<file path="config.mk">
export PLATFORM = sky130hd
export DESIGN_NAME = ysyx_bus_rr_arbiter
export DESIGN_NICKNAME = d
export VERILOG_FILES = /design/src/rtl/ysyx_bus_rr_arbiter.sv
export SDC_FILE = /design/constraint.sdc
export NUM_CORES = 1
export LEC_CHECK = 0
export ABC_CLOCK_PERIOD_IN_PS = 3750
export CAP_MARGIN = 20
export CORE_AREA = 4 4 219 221
export DETAILED_ROUTE_END_ITERATION = 6
export DIE_AREA = 0 0 223 225
export PLACE_DENSITY = 0.4
export SLEW_MARGIN = 20
export SYNTH_ARGS = -nofsm -noshare
export SYNTH_HDL_FRONTEND = slang
export SYNTH_SLANG_ARGS = --single-unit
</file>
<file path="constraint.sdc">
create_clock -name clk -period 3.75 [get_ports clk]
set_input_delay 0.375 -clock clk [delete_from_list [all_inputs] [get_ports clk]]
set_output_delay 0.375 -clock clk [all_outputs]
set_load 0.02 [all_outputs]
</file>
<file path="src/rtl/ysyx_bus_rr_arbiter.sv">
// ysyx_bus_rr_arbiter: round-robin arbiter of NM request ports onto one AXI4 master, one transaction in flight
module ysyx_bus_rr_arbiter #(
  parameter int NM = 2,
  parameter int ADDR_W = 32,
  parameter int MAX_LEN = 8
) (
  input  logic                 clk,
  input  logic                 rst,
  input  logic [NM-1:0]        m_valid,
  input  logic [NM-1:0]        m_we,
  input  logic [NM*ADDR_W-1:0] m_addr,
  input  logic [NM*3-1:0]      m_size,
  input  logic [NM*8-1:0]      m_len,
  input  logic [NM*64-1:0]     m_wdata,
  input  logic [NM*8-1:0]      m_wstrb,
  output logic [63:0]          m_rdata,
  output logic [NM-1:0]        m_rvalid,
  output logic                 m_rlast,
  output logic [NM-1:0]        m_done,
  output logic                 m_err,
  output logic                 io_master_arvalid,
  input  logic                 io_master_arready,
  output logic [ADDR_W-1:0]    io_master_araddr,
  output logic [3:0]           io_master_arid,
  output logic [7:0]           io_master_arlen,
  output logic [2:0]           io_master_arsize,
  output logic [1:0]           io_master_arburst,
  input  logic                 io_master_rvalid,
  output logic                 io_master_rready,
  input  logic [63:0]          io_master_rdata,
  input  logic [1:0]           io_master_rresp,
  input  logic                 io_master_rlast,
  input  logic [3:0]           io_master_rid,
  output logic                 io_master_awvalid,
  input  logic                 io_master_awready,
  output logic [ADDR_W-1:0]    io_master_awaddr,
  output logic [3:0]           io_master_awid,
  output logic [7:0]           io_master_awlen,
  output logic [2:0]           io_master_awsize,
  output logic [1:0]           io_master_awburst,
  output logic                 io_master_wvalid,
  input  logic                 io_master_wready,
  output logic [63:0]          io_master_wdata,
  output logic [7:0]           io_master_wstrb,
  output logic                 io_master_wlast,
  input  logic                 io_master_bvalid,
  output logic                 io_master_bready,
  input  logic [1:0]           io_master_bresp,
  input  logic [3:0]           io_master_bid
);
  localparam int PW = $clog2(NM);
  localparam logic [2:0] S_IDLE = 3'd0, S_RDA = 3'd1, S_RDD = 3'd2, S_WRA = 3'd3, S_WRB = 3'd4;
  localparam logic [7:0] LMAX = 8'(MAX_LEN - 1);
  logic [2:0] state_q, state_d;
  logic [PW-1:0] ptr_q, ptr_d, g_q, g_d, gnt, cand;
  logic [ADDR_W-1:0] addr_q, addr_d;
  logic [2:0] size_q, size_d;
  logic [7:0] len_q, len_d, cnt_q, cnt_d, req_len;
  logic awd_q, awd_d, wd_q, wd_d, err_q, err_d, found;
  logic [NM-1:0] g_oh;
  logic [3:0] g_id;
  logic r_beat, r_end, r_bad, b_beat, b_bad, aw_ok, w_ok;
  logic [ADDR_W-1:0] addr_a [NM];
  logic [2:0] size_a [NM];
  logic [7:0] len_a [NM];
  logic [63:0] wdata_a [NM];
  logic [7:0] wstrb_a [NM];
  for (genvar i = 0; i < NM; i++) begin : g_unpack
    assign addr_a[i] = m_addr[i*ADDR_W +: ADDR_W];
    assign size_a[i] = m_size[i*3 +: 3];
    assign len_a[i] = m_len[i*8 +: 8];
    assign wdata_a[i] = m_wdata[i*64 +: 64];
    assign wstrb_a[i] = m_wstrb[i*8 +: 8];
  end
  // cyclic search for the first requester at or after ptr
  always_comb begin
    gnt = '0;
    cand = '0;
    found = 1'b0;
    for (int k = 0; k < NM; k++) begin
      cand = PW'((int'(ptr_q) + k) % NM);
      if (!found && m_valid[cand]) begin
        found = 1'b1;
        gnt = cand;
      end
    end
  end
  assign g_oh = NM'(1) << g_q;
  assign g_id = 4'(g_q);
  assign req_len = m_we[gnt] ? 8'd0 : (len_a[gnt] > LMAX ? LMAX : len_a[gnt]);
  assign r_beat = state_q == S_RDD && io_master_rvalid;
  assign r_end = r_beat && (io_master_rlast || cnt_q == len_q);
  assign r_bad = io_master_rresp != 2'b00 || io_master_rid != g_id;
  assign b_beat = state_q == S_WRB && io_master_bvalid;
  assign b_bad = io_master_bresp != 2'b00 || io_master_bid != g_id;
  assign aw_ok = awd_q || io_master_awready;
  assign w_ok = wd_q || io_master_wready;
  assign io_master_arvalid = state_q == S_RDA;
  assign io_master_araddr = addr_q;
  assign io_master_arid = g_id;
  assign io_master_arlen = len_q;
  assign io_master_arsize = size_q;
  assign io_master_arburst = 2'b01;
  assign io_master_rready = state_q == S_RDD;
  assign io_master_awvalid = state_q == S_WRA && !awd_q;
  assign io_master_awaddr = addr_q;
  assign io_master_awid = g_id;
  assign io_master_awlen = 8'd0;
  assign io_master_awsize = size_q;
  assign io_master_awburst = 2'b01;
  assign io_master_wvalid = state_q == S_WRA && !wd_q;
  assign io_master_wdata = wdata_a[g_q];
  assign io_master_wstrb = wstrb_a[g_q];
  assign io_master_wlast = 1'b1;
  assign io_master_bready = state_q == S_WRB;
  assign m_rdata = r_beat ? io_master_rdata : 64'd0;
  assign m_rvalid = r_beat ? g_oh : '0;
  assign m_rlast = r_end;
  assign m_done = (r_end || b_beat) ? g_oh : '0;
  assign m_err = err_q || (r_beat && r_bad) || (b_beat && b_bad);
  always_comb begin
    state_d = state_q;
    ptr_d = ptr_q;
    g_d = g_q;
    addr_d = addr_q;
    size_d = size_q;
    len_d = len_q;
    cnt_d = cnt_q;
    awd_d = awd_q;
    wd_d = wd_q;
    err_d = err_q;
    if (state_q == S_IDLE && found) begin
      state_d = m_we[gnt] ? S_WRA : S_RDA;
      g_d = gnt;
      addr_d = addr_a[gnt];
      size_d = size_a[gnt];
      len_d = req_len;
      cnt_d = 8'd0;
      awd_d = 1'b0;
      wd_d = 1'b0;
      err_d = 1'b0;
    end
    if (state_q == S_RDA && io_master_arready) state_d = S_RDD;
    if (r_beat) begin
      cnt_d = cnt_q + 8'd1;
      err_d = err_q || r_bad;
    end
    // AW and W complete independently; either may land first or both together
    if (state_q == S_WRA) begin
      awd_d = aw_ok;
      wd_d = w_ok;
      state_d = (aw_ok && w_ok) ? S_WRB : S_WRA;
    end
    if (b_beat) err_d = err_q || b_bad;
    if (r_end || b_beat) begin
      state_d = S_IDLE;
      ptr_d = g_q == PW'(NM - 1) ? '0 : g_q + PW'(1);
    end
  end
  always_ff @(posedge clk) begin
    if (rst) begin
      state_q <= S_IDLE;
      ptr_q <= '0;
      g_q <= '0;
      addr_q <= '0;
      size_q <= '0;
      len_q <= '0;
      cnt_q <= '0;
      awd_q <= 1'b0;
      wd_q <= 1'b0;
      err_q <= 1'b0;
    end else begin
      state_q <= state_d;
      ptr_q <= ptr_d;
      g_q <= g_d;
      addr_q <= addr_d;
      size_q <= size_d;
      len_q <= len_d;
      cnt_q <= cnt_d;
      awd_q <= awd_d;
      wd_q <= wd_d;
      err_q <= err_d;
    end
  end
endmodule

</file>
==> summary.md, run 1 <==
The run finished with clean final reports. The worst pin sits at a relative slew slack of 53.18%. The number of top-level pins came out at 564.

The tools report the number of placement rows as 79. Timing analysis after detailed placement gives a worst setup slack of 0.4852 ns. The top cell type by area accounts for 25.99% of the synthesized area. The number of buffers and inverters on the critical path is 3. For hold timing, the worst endpoint is g_q$_SDFFE_PP0P_. The global-route congestion overflow total was 0; the sequential cell fraction of total power was 22.9%. The first-pass GRT wire length is 49.93 mm. dfxtp_1 takes more of the synthesized area than any other cell.

The setup skew after layout was 0.008554 ns; the sink count of the clock tree was 59. The cell count after synthesis came out at 569. The run gives 37.36 mm as the routed wire length. The tools report the launch point of the worst reg-to-reg path as state_q[1]$_SDFFE_PP0P_. Entering global routing, the biggest net connects 70 pins. The logs give 0.8148 for the weighted congestion reported at the end of routability-driven placement and 1652 for the number of instances in the placed design. For the achievable frequency, the log shows 299.5 MHz.

The worst setup path is launched from a flop. The run gives 16 as the initial antenna violation count. Walking the worst path, the cells encountered are nor4bb_1 > buf_4 > nor2_1 > o21ai_0 > nand3_1 > inv_1 > clkdlybuf4s50_1. For this design the total switching power over the nets is 1.326 mW.

The cell with the largest stage delay on the worst path was clkdlybuf4s50_1. Synthesis instantiated 43 different standard cells from the library. In this run switching power makes up 36.78% of total power. The number of cells on the worst hold path came out at 2.

Maximum fanout along the worst path: 11. The area of the die was 50180 sq um. Counting flops and latches in the post-synthesis netlist gives 59.

The detailed router placed 5968 vias in this run. The clock tree synthesis step divided the H-tree into 3 levels. The first-pass iteration count of the detailed router was 5; the data required time of the worst path was 3.38 ns.

The post-route antenna net violation count came out at 0. TritonCTS built the clock tree. Averaged over all synthesized cells, the footprint is 7.987 sq um.

The worst register-to-register path ends at err_q$_SDFFE_PP0P_. The tools report the count of pins over their slew limit as 0. On the worst path, the slowest cell contributes a delay of 0.72 ns. Netlist area before placement: 4544 sq um.

Ranked by total cell area, the synthesized netlist is headed by dfxtp_1, mux2_2, buf_4. The critical path start-end classification was flop to output port. The worst setup path is captured at an output port. Combinational logic burns 50.9% of the power. The internal portion of the total power is 2.278 mW. The top cell family by delay on the critical path was buffers and inverters. For this run, the share of the core covered by cells in the final layout is 23.11%.

Measured in cells, the most critical reg-to-reg path has a length of 5. In this run the cell area measured after placement is 10310 sq um. Across the run, the number of max-cap violations was 0. The initial utilization of the core area, before any placement, comes to 9.845%. For the worst setup path, the data arrival time is 2.96 ns.

The maximum VDD drop was 0.1890 mV. The height of the chip is 225 um. For the final instance area, the log shows 10670 sq um. In this run the most critical hold path is launched from rst.

The share of final-layout standard cells stronger than drive strength 1 was 10.27%. Global routing used 14.11% of the available tracks. The tools report the maximum buffer depth of the clock tree as 2. Dividing total power by cell area gives a power density of 337.9 nW/um^2.

The flop-to-flop setup slack is 1.64 ns, and the die width is 223 um. For the sequential-to-total area share from yosys stat, the log shows 25.99%. The via count of the first global-routing pass came out at 6501. The path class of the tightest hold or removal check is primary input to flop.

The final count of hold timing violations was 0; the average wire per standard cell was 22.27 um. For this run, the number of Yosys warnings is 0. Clock tree synthesis selected as its root buffer the cell clkbuf_16.

At the pin with the least slew margin, the transition time is 0.7023 ns. After clock tree synthesis, the clock-pin slew on the worst setup and hold paths is 0.05 ns. The post-layout total power was 3.604 mW.

Relative to the synthesized area, the layout overhead comes to 134.7%. For this run, design rule violations remaining after detail routing come to 0. The final critical path takes up 89.05% of the cycle.

The total of buffers placed on input and output ports was 544; the summed negative setup slack over all endpoints was 0 ns. At the later pin of the worst-skew pair, clock insertion delay measures 0.34 ns. Setup violations remaining at the end of the flow were counted as 0.

Summed over all nets, the half-perimeter wirelength after detailed placement is 32.42 mm. The worst path meets setup with 0.4107 ns of slack. The leakage dissipation is 3.815 nW, and the via density per instance is 3.559. The layout has 5128 filler cells. The clock network is responsible for 26.1% of the overall power.

Setup repair after global routing left no endpoint under its margin. The count of non-filler cells in the finished layout is 1677, and the clock buffer count from CTS is 9. The logs give 0 for the count of instances resized after the clock tree is built and 0 for the count of buffers added by post-CTS timing repair for setup. The number of violations reported at the end of detailed-routing iteration 0 is 215, and the minimum clock period after layout is 3.339 ns. Hold timing on the final database bottoms out at a slack of 0.4622 ns. After floorplanning, the core was sized to cover 46160 sq um. The final layout contains 1375 nets. In this run, post-CTS hold repair placed 0 buffers.
==> registers in the layout, summed over array words and instances (netlist names) <==
signal	flops
err_q	1
cnt_q	8
g_q	1
io_master_araddr	32
ptr_q	1
wd_q	1
io_master_arlen	8
io_master_arsize	3
state_q	3
awd_q	1
==> logic make-up after synthesis <==
group / synth area share, %
AOI/OAI and AO/OA: 11.59
xor gates and xnor gates: 2.506
adders and majority gates: 0.2753
buffers and inverters: 14.54
DFF: 25.99
muxes: 18.34
other: 0.1653
and+or+nand+nor: 26.60
==> cells in the mapped netlist (all sizes together) <==
library cell / number
nand2: 79
buf: 77
mux2: 74
and2: 71
nor2: 65
dfxtp: 59
a311oi: 37
clkbuf: 21
o21ai: 11
xnor2: 11
nand3: 9
a21oi: 7
nor3: 7
inv: 6
nand3b: 4
nand4: 3
o22a: 3
a32oi: 2
and3: 2
conb: 2
nor4: 2
o22ai: 2
xor2: 2
a21boi: 1
a21o: 1
a221oi: 1
a22oi: 1
ha: 1
nand2b: 1
nand4bb: 1
nor2b: 1
nor3b: 1
nor4b: 1
nor4bb: 1
o211a: 1
o21a: 1
==> area by class of cell <==
| type | instances | area [sq um] | share of cell area [%] |
|---|---|---|---|
| Sequential cell | 59 | 1185 | 11.11 |
| Timing Repair Buffer | 557 | 5563 | 52.15 |
| Multi-Input combinational cell | 423 | 2783 | 26.09 |
| Antenna cell | 9 | 22.52 | 0.2111 |
| Tap cell | 607 | 759.5 | 7.120 |
| Clock inverter | 4 | 72.57 | 0.6804 |
| Clock buffer | 12 | 256.5 | 2.405 |
| Inverter | 6 | 25.02 | 0.2346 |
==> worst max-delay path by stage <==
stage | from | endpoint | slack [ns] | cells after the start
after floorplan | g_q$_SDFFE_PP0P_ | io_master_wdata[34] | 1.93 | 4
after global placement | io_master_bvalid | m_done[0] | 0.52 | 8
after detailed placement | io_master_bvalid | m_done[0] | 0.49 | 8
after CTS | state_q[2]$_SDFFE_PP0P_ | m_done[0] | 0.27 | 7
after global routing | state_q[2]$_SDFFE_PP0P_ | m_done[0] | 0.14 | 7
final | state_q[2]$_SDFFE_PP0P_ | m_done[0] | 0.41 | 7
==> power by group through the flow <==
| stage | combinational, mW | clock [mW] | sequential, mW |
|---|---|---|---|
| 6_report | 1.83 | 0.942 | 0.827 |
| 5_1_grt | 1.95 | 1.00 | 0.843 |
| 4_1_cts | 1.87 | 0.984 | 0.833 |
| 3_5_place_dp | 1.86 | 0 | 0.847 |
| 3_3_place_gp | 1.86 | 0 | 0.843 |
| 2_1_floorplan | 0.844 | 0 | 0.871 |
==> worst reg2reg max path, cell delays in order, from the launching register on <==
cell and delay (ns):
dfxtp_1 0.59, inv_4 0.11, nor4b_4 0.31, buf_4 0.49, o21ai_0 0.34, o22ai_1 0.22
==> cell usage in the layout (no fill, tap or decap), types with 2 or more instances in the layout <==
master             n
o22ai_1            2
conb_1            19
and3_1             2
buf_4             11
nand4_1            3
and2_1            71
o21ai_0            7
a311oi_1          37
buf_12             2
clkdlybuf4s50_1  543
nand3b_1           4
a21oi_1            7
nand3_1            9
o22a_1             3
clkbuf_16          9
bufinv_16          2
o21ai_1            3
nor4_1             2
nor2_1            65
nor3_1             6
clkbuf_8           2
inv_1              5
diode_2            9
dfxtp_1           58
nand2_1           79
a32oi_1            2
mux2_2            73
xnor2_1           11
xor2_1             2
==> layer usage <==
layer / wire length [um] / global-route usage [%] / up-vias
met4: 1796 / 7.616 / 0
met3: 3107 / 4.611 / 49
met2: 19940 / 26.72 / 366
li1: - / - / 2848
met1: 12520 / 13.49 / 2705
met5: 0 / 0 / -
Power figures use the tool's default switching activity.
==> run 2, diff against run 1 <==
--- a/config.mk
+++ b/config.mk
@@ -5,11 +5,11 @@
 export SDC_FILE = /design/constraint.sdc
 export NUM_CORES = 1
 export LEC_CHECK = 0
-export ABC_CLOCK_PERIOD_IN_PS = 3750
+export ABC_CLOCK_PERIOD_IN_PS = 3780
 export CAP_MARGIN = 20
-export CORE_AREA = 4 4 219 221
+export CORE_AREA = 2 2 218 220
 export DETAILED_ROUTE_END_ITERATION = 6
-export DIE_AREA = 0 0 223 225
+export DIE_AREA = 0 0 220 222
 export PLACE_DENSITY = 0.4
 export SLEW_MARGIN = 20
 export SYNTH_ARGS = -nofsm -noshare
==> constraint.sdc (replaced) <==
create_clock -name clk -period 3.78 [get_ports clk]
set_input_delay 0.378 -clock clk [delete_from_list [all_inputs] [get_ports clk]]
set_output_delay 0.378 -clock clk [all_outputs]
set_load 0.02 [all_outputs]
==> run 2 against run 1 <==
  * Die area fell by 2.7%
  * Global-route usage grew 0.38 points
  * Register-to-register slack worse by 0.06 ns
  * Sequential cell count did not move
  * Clock skew increased by 0.00080 ns
  * Clock-buffer cell count fell by 2
  * Critical path depth fell by 2
  * Total power fell by 3.1%
==> summary.md, run 2 (synthesized netlist as in run 1, its figures left out) <==
The run finished with clean final reports. The run gives 0.009351 ns (was 0.008554 ns) as the setup skew after layout. The pin count of the biggest net entering global routing was 64 (was 70); the number of buffer and inverter stages on the critical path was 1 (was 3). The tools report the count of pins over their slew limit as 0 (unchanged). The nature of the critical path startpoint was a flop (unchanged). The number of setup violations in the final report was 0 (unchanged).

The number of top-level pins was 564 (unchanged); the net switching share of the total power was 37.22% (was 36.78%). The number of flip-flops under the largest register name came out at 32 (unchanged). The root buffer cell was clkbuf_16 (unchanged). The tools report the sink count of the clock tree as 59 (unchanged). For the area used by multi-input combinational logic, the log shows 2783 sq um (unchanged). The weighted congestion reported at the end of routability-driven placement is 0.7961 (was 0.8148).

The largest incremental delay on the critical path came out at 0.66 ns (was 0.72 ns). The uppermost signal routing layer after detailed routing was met5 (was met4). The tools report the switching power total as 1.299 mW (was 1.326 mW). The run gives 79 (unchanged) as the number of placement rows. For the achievable frequency, the log shows 316.1 MHz. The height of the chip is 222 um (was 225 um). The met2 routed wirelength is 20.45 mm (was 19.94 mm). The data required time of the worst path is 3.40 ns (was 3.38 ns). The number of H-tree levels was 3 (unchanged); the total of buffers placed on input and output ports was 544 (unchanged). The via density per instance came out at 3.567 (was 3.559). Commonest cells after routing, fill and taps aside: clkdlybuf4s50_1, nand2_1, mux2_2, and2_1, nor2_1 (unchanged). For the count of instances resized after the clock tree is built, the log shows 0 (unchanged). The final worst-path cycle share was 83.70%. The area growth from synthesis to layout came out at 134.0% (was 134.7%). The share of the core filled with cells is 22.99% (was 23.11%). Cell with the largest stage delay on the worst path: clkdlybuf4s50_1 (unchanged).

The minimum clock period after layout is 3.164 ns. The logs give 51.7% (was 50.9%) for the combinational power share and 9 (unchanged) for the clock buffer count from CTS. Most common cell after layout, fill and taps aside: clkdlybuf4s50_1 (unchanged).

The initial core utilization was 9.824% (was 9.845%). Residual DRC count: 0 (unchanged). The logs give 23.1% (was 22.9%) for the sequential cell fraction of total power and 48.83 mm (was 49.93 mm) for the first-pass GRT wire length.

Class of the most critical hold timing path: flop to flop (was primary input to flop). The run gives 0 (unchanged) as the global-route congestion overflow total. The post-layout total power was 3.490 mW (was 3.604 mW). Critical-path cell list: xnor2_1 > nand2_1 > o21ai_0 > nand2_1 > clkdlybuf4s50_1 (was nor4bb_1 > buf_4 > nor2_1 > o21ai_0 > nand3_1 > inv_1 > clkdlybuf4s50_1). The area of the die is 48840 sq um (was 50180 sq um).

The initial antenna violation count came out at 19 (was 16). The logs give 0 (unchanged) for the post-route antenna net violation count and 5978 (was 5968) for the overall via count from detail_route. The summed negative setup slack over all endpoints came out at 0 ns (unchanged). The via count of the first global-routing pass came out at 6238 (was 6501). The share of final-layout standard cells stronger than drive strength 1 is 10.46% (was 10.27%). The total power per unit cell area is 328.3 nW/um^2 (was 337.9 nW/um^2), and the leakage dissipation is 3.811 nW (was 3.815 nW).

Worst max-slew margin expressed relative to the limit: 55.20% (was 53.18%). The slew of the pin with the lowest slew margin was 0.6720 ns (was 0.7023 ns). The maximum fanout along the worst path was 26 (was 11). The maximum VDD drop is 0.2552 mV (was 0.1890 mV), and the maximum buffer depth of the clock tree is 2 (unchanged). Top cell family by delay on the critical path: buffers and inverters (unchanged). The die width is 220 um (was 223 um). The core area is 46260 sq um (was 46160 sq um), and the area used by sequential logic in the layout is 1185 sq um (unchanged).

Part of the power in the clock network: 25.1% (was 26.1%). The logs give 231 (was 215) for the number of violations reported at the end of detailed-routing iteration 0 and 36.47 mm (was 37.36 mm) for the routed wire length. Detailed route wirelength on metal3: 2.917 mm (was 3.107 mm).

The total half-perimeter wirelength after legalization and detailed placement is 31.60 mm (was 32.42 mm), and the total of fill cells in the finished design is 5147 (was 5128). The tools report the final count of hold timing violations as 0 (unchanged). TritonCTS built the clock tree. The clock-pin slew of the registers on the worst-case setup and hold paths was 0.06 ns (was 0.05 ns); the average wire per standard cell was 21.76 um (was 22.27 um). For the first-pass iteration count of the detailed router, the log shows 4 (was 5).

The clock latency at the later pin of the worst-skew pair is 0.34 ns (about the same). The tools report the critical path endpoint category as an output port (unchanged). The routed length on met1 came out at 12.59 mm (was 12.52 mm). In this design, the critical path's most frequently occurring cell is nand2_1. Data arrival at the endpoint of the critical path: 2.79 ns (was 2.96 ns). The number of max-cap violations is 0 (unchanged). The count of hold-fix buffers inserted at cts was 0 (unchanged); the net count of the finished layout was 1375 (unchanged).

The count of buffers added by post-CTS timing repair for setup was 0 (unchanged). Setup repair after global routing left no endpoint under its margin. The internal cell power was 2.191 mW (was 2.278 mW).

The tools report the total global routing track utilization as 14.48% (was 14.11%). The critical path start-end classification was flop to output port (unchanged).
==> run 2: cell types whose count changed in the layout (fill, tap and decap cells not counted) <==
cell,before,now
diode_2,9,8
buf_4,11,13
clkinv_2,1,3
bufinv_16,2,1
clkbuf_8,2,0
clkinvlp_4,1,0
clkinv_4,0,2
buf_12,2,1
clkdlybuf4s50_1,543,542
clkbuf_1,1,0
clkbuf_16,9,10
==> run 2: worst paths after layout <==
path / startpoint / endpoint / slack (ns) / cells past startpoint
setup reg to reg: state_q[1]$_SDFFE_PP0P_ / state_q[1]$_SDFFE_PP0P_ / 1.58 / 5
setup / recovery: g_q$_SDFFE_PP0P_ / m_err / 0.62 / 5
hold / removal: io_master_araddr[11]$_SDFFE_PP0P_ / io_master_araddr[11]$_SDFFE_PP0P_ / 0.51 / 2
hold reg to reg: io_master_araddr[11]$_SDFFE_PP0P_ / io_master_araddr[11]$_SDFFE_PP0P_ / 0.51 / 2
==> run 2: cell type report <==
cell class              instances  area share, %
diodes                          8         0.1883
clock buffers                  10          2.353
clock inverters                 6         0.5884
inverters                       6         0.2353
multi-input cells             423          26.17
flip-flops and latches         59          11.14
well taps                     607          7.143
repair buffers                557          52.18
==> run 2: tightest hold or removal path, cell delays in order (launching register included) <==
cell and delay [ns]:
dfxtp_1 0.31, nor2_1 0.09, a311oi_1 0.05
==> run 2: per-layer routing <==
metal / up-vias / global-route usage, %
li1: 2853 / -
met1: 2730 / 14.12
met2: 357 / 29.60
met3: 36 / 3.992
met4: 2 / 2.836
met5: - / 0
==> run 2: through the flow <==
step / instances / worst slack (ns) / area (sq um) / hold slack, ns
CTS: 1668 / 0.3980 / 10610 / 0.5183
floorplan: 586 / 1.956 / 4608 / 0.4682
detailed placement: 1652 / 0.5253 / 10300 / 0.5016
finish: 1676 / 0.6161 / 10630 / 0.5084
global placement: 1652 / 0.3863 / 10300 / 0.4912
global route: 1669 / 0.4265 / 10620 / 0.5345
==> run 2: power by group through the flow <==
| stage | combinational [mW] | sequential [mW] | clock [mW] |
|---|---|---|---|
| 4_1_cts | 1.84 | 0.812 | 0.924 |
| 6_report | 1.80 | 0.808 | 0.878 |
| 3_3_place_gp | 1.84 | 0.823 | 0 |
| 2_1_floorplan | 0.837 | 0.864 | 0 |
| 5_1_grt | 1.93 | 0.822 | 0.941 |
| 3_5_place_dp | 1.83 | 0.825 | 0 |
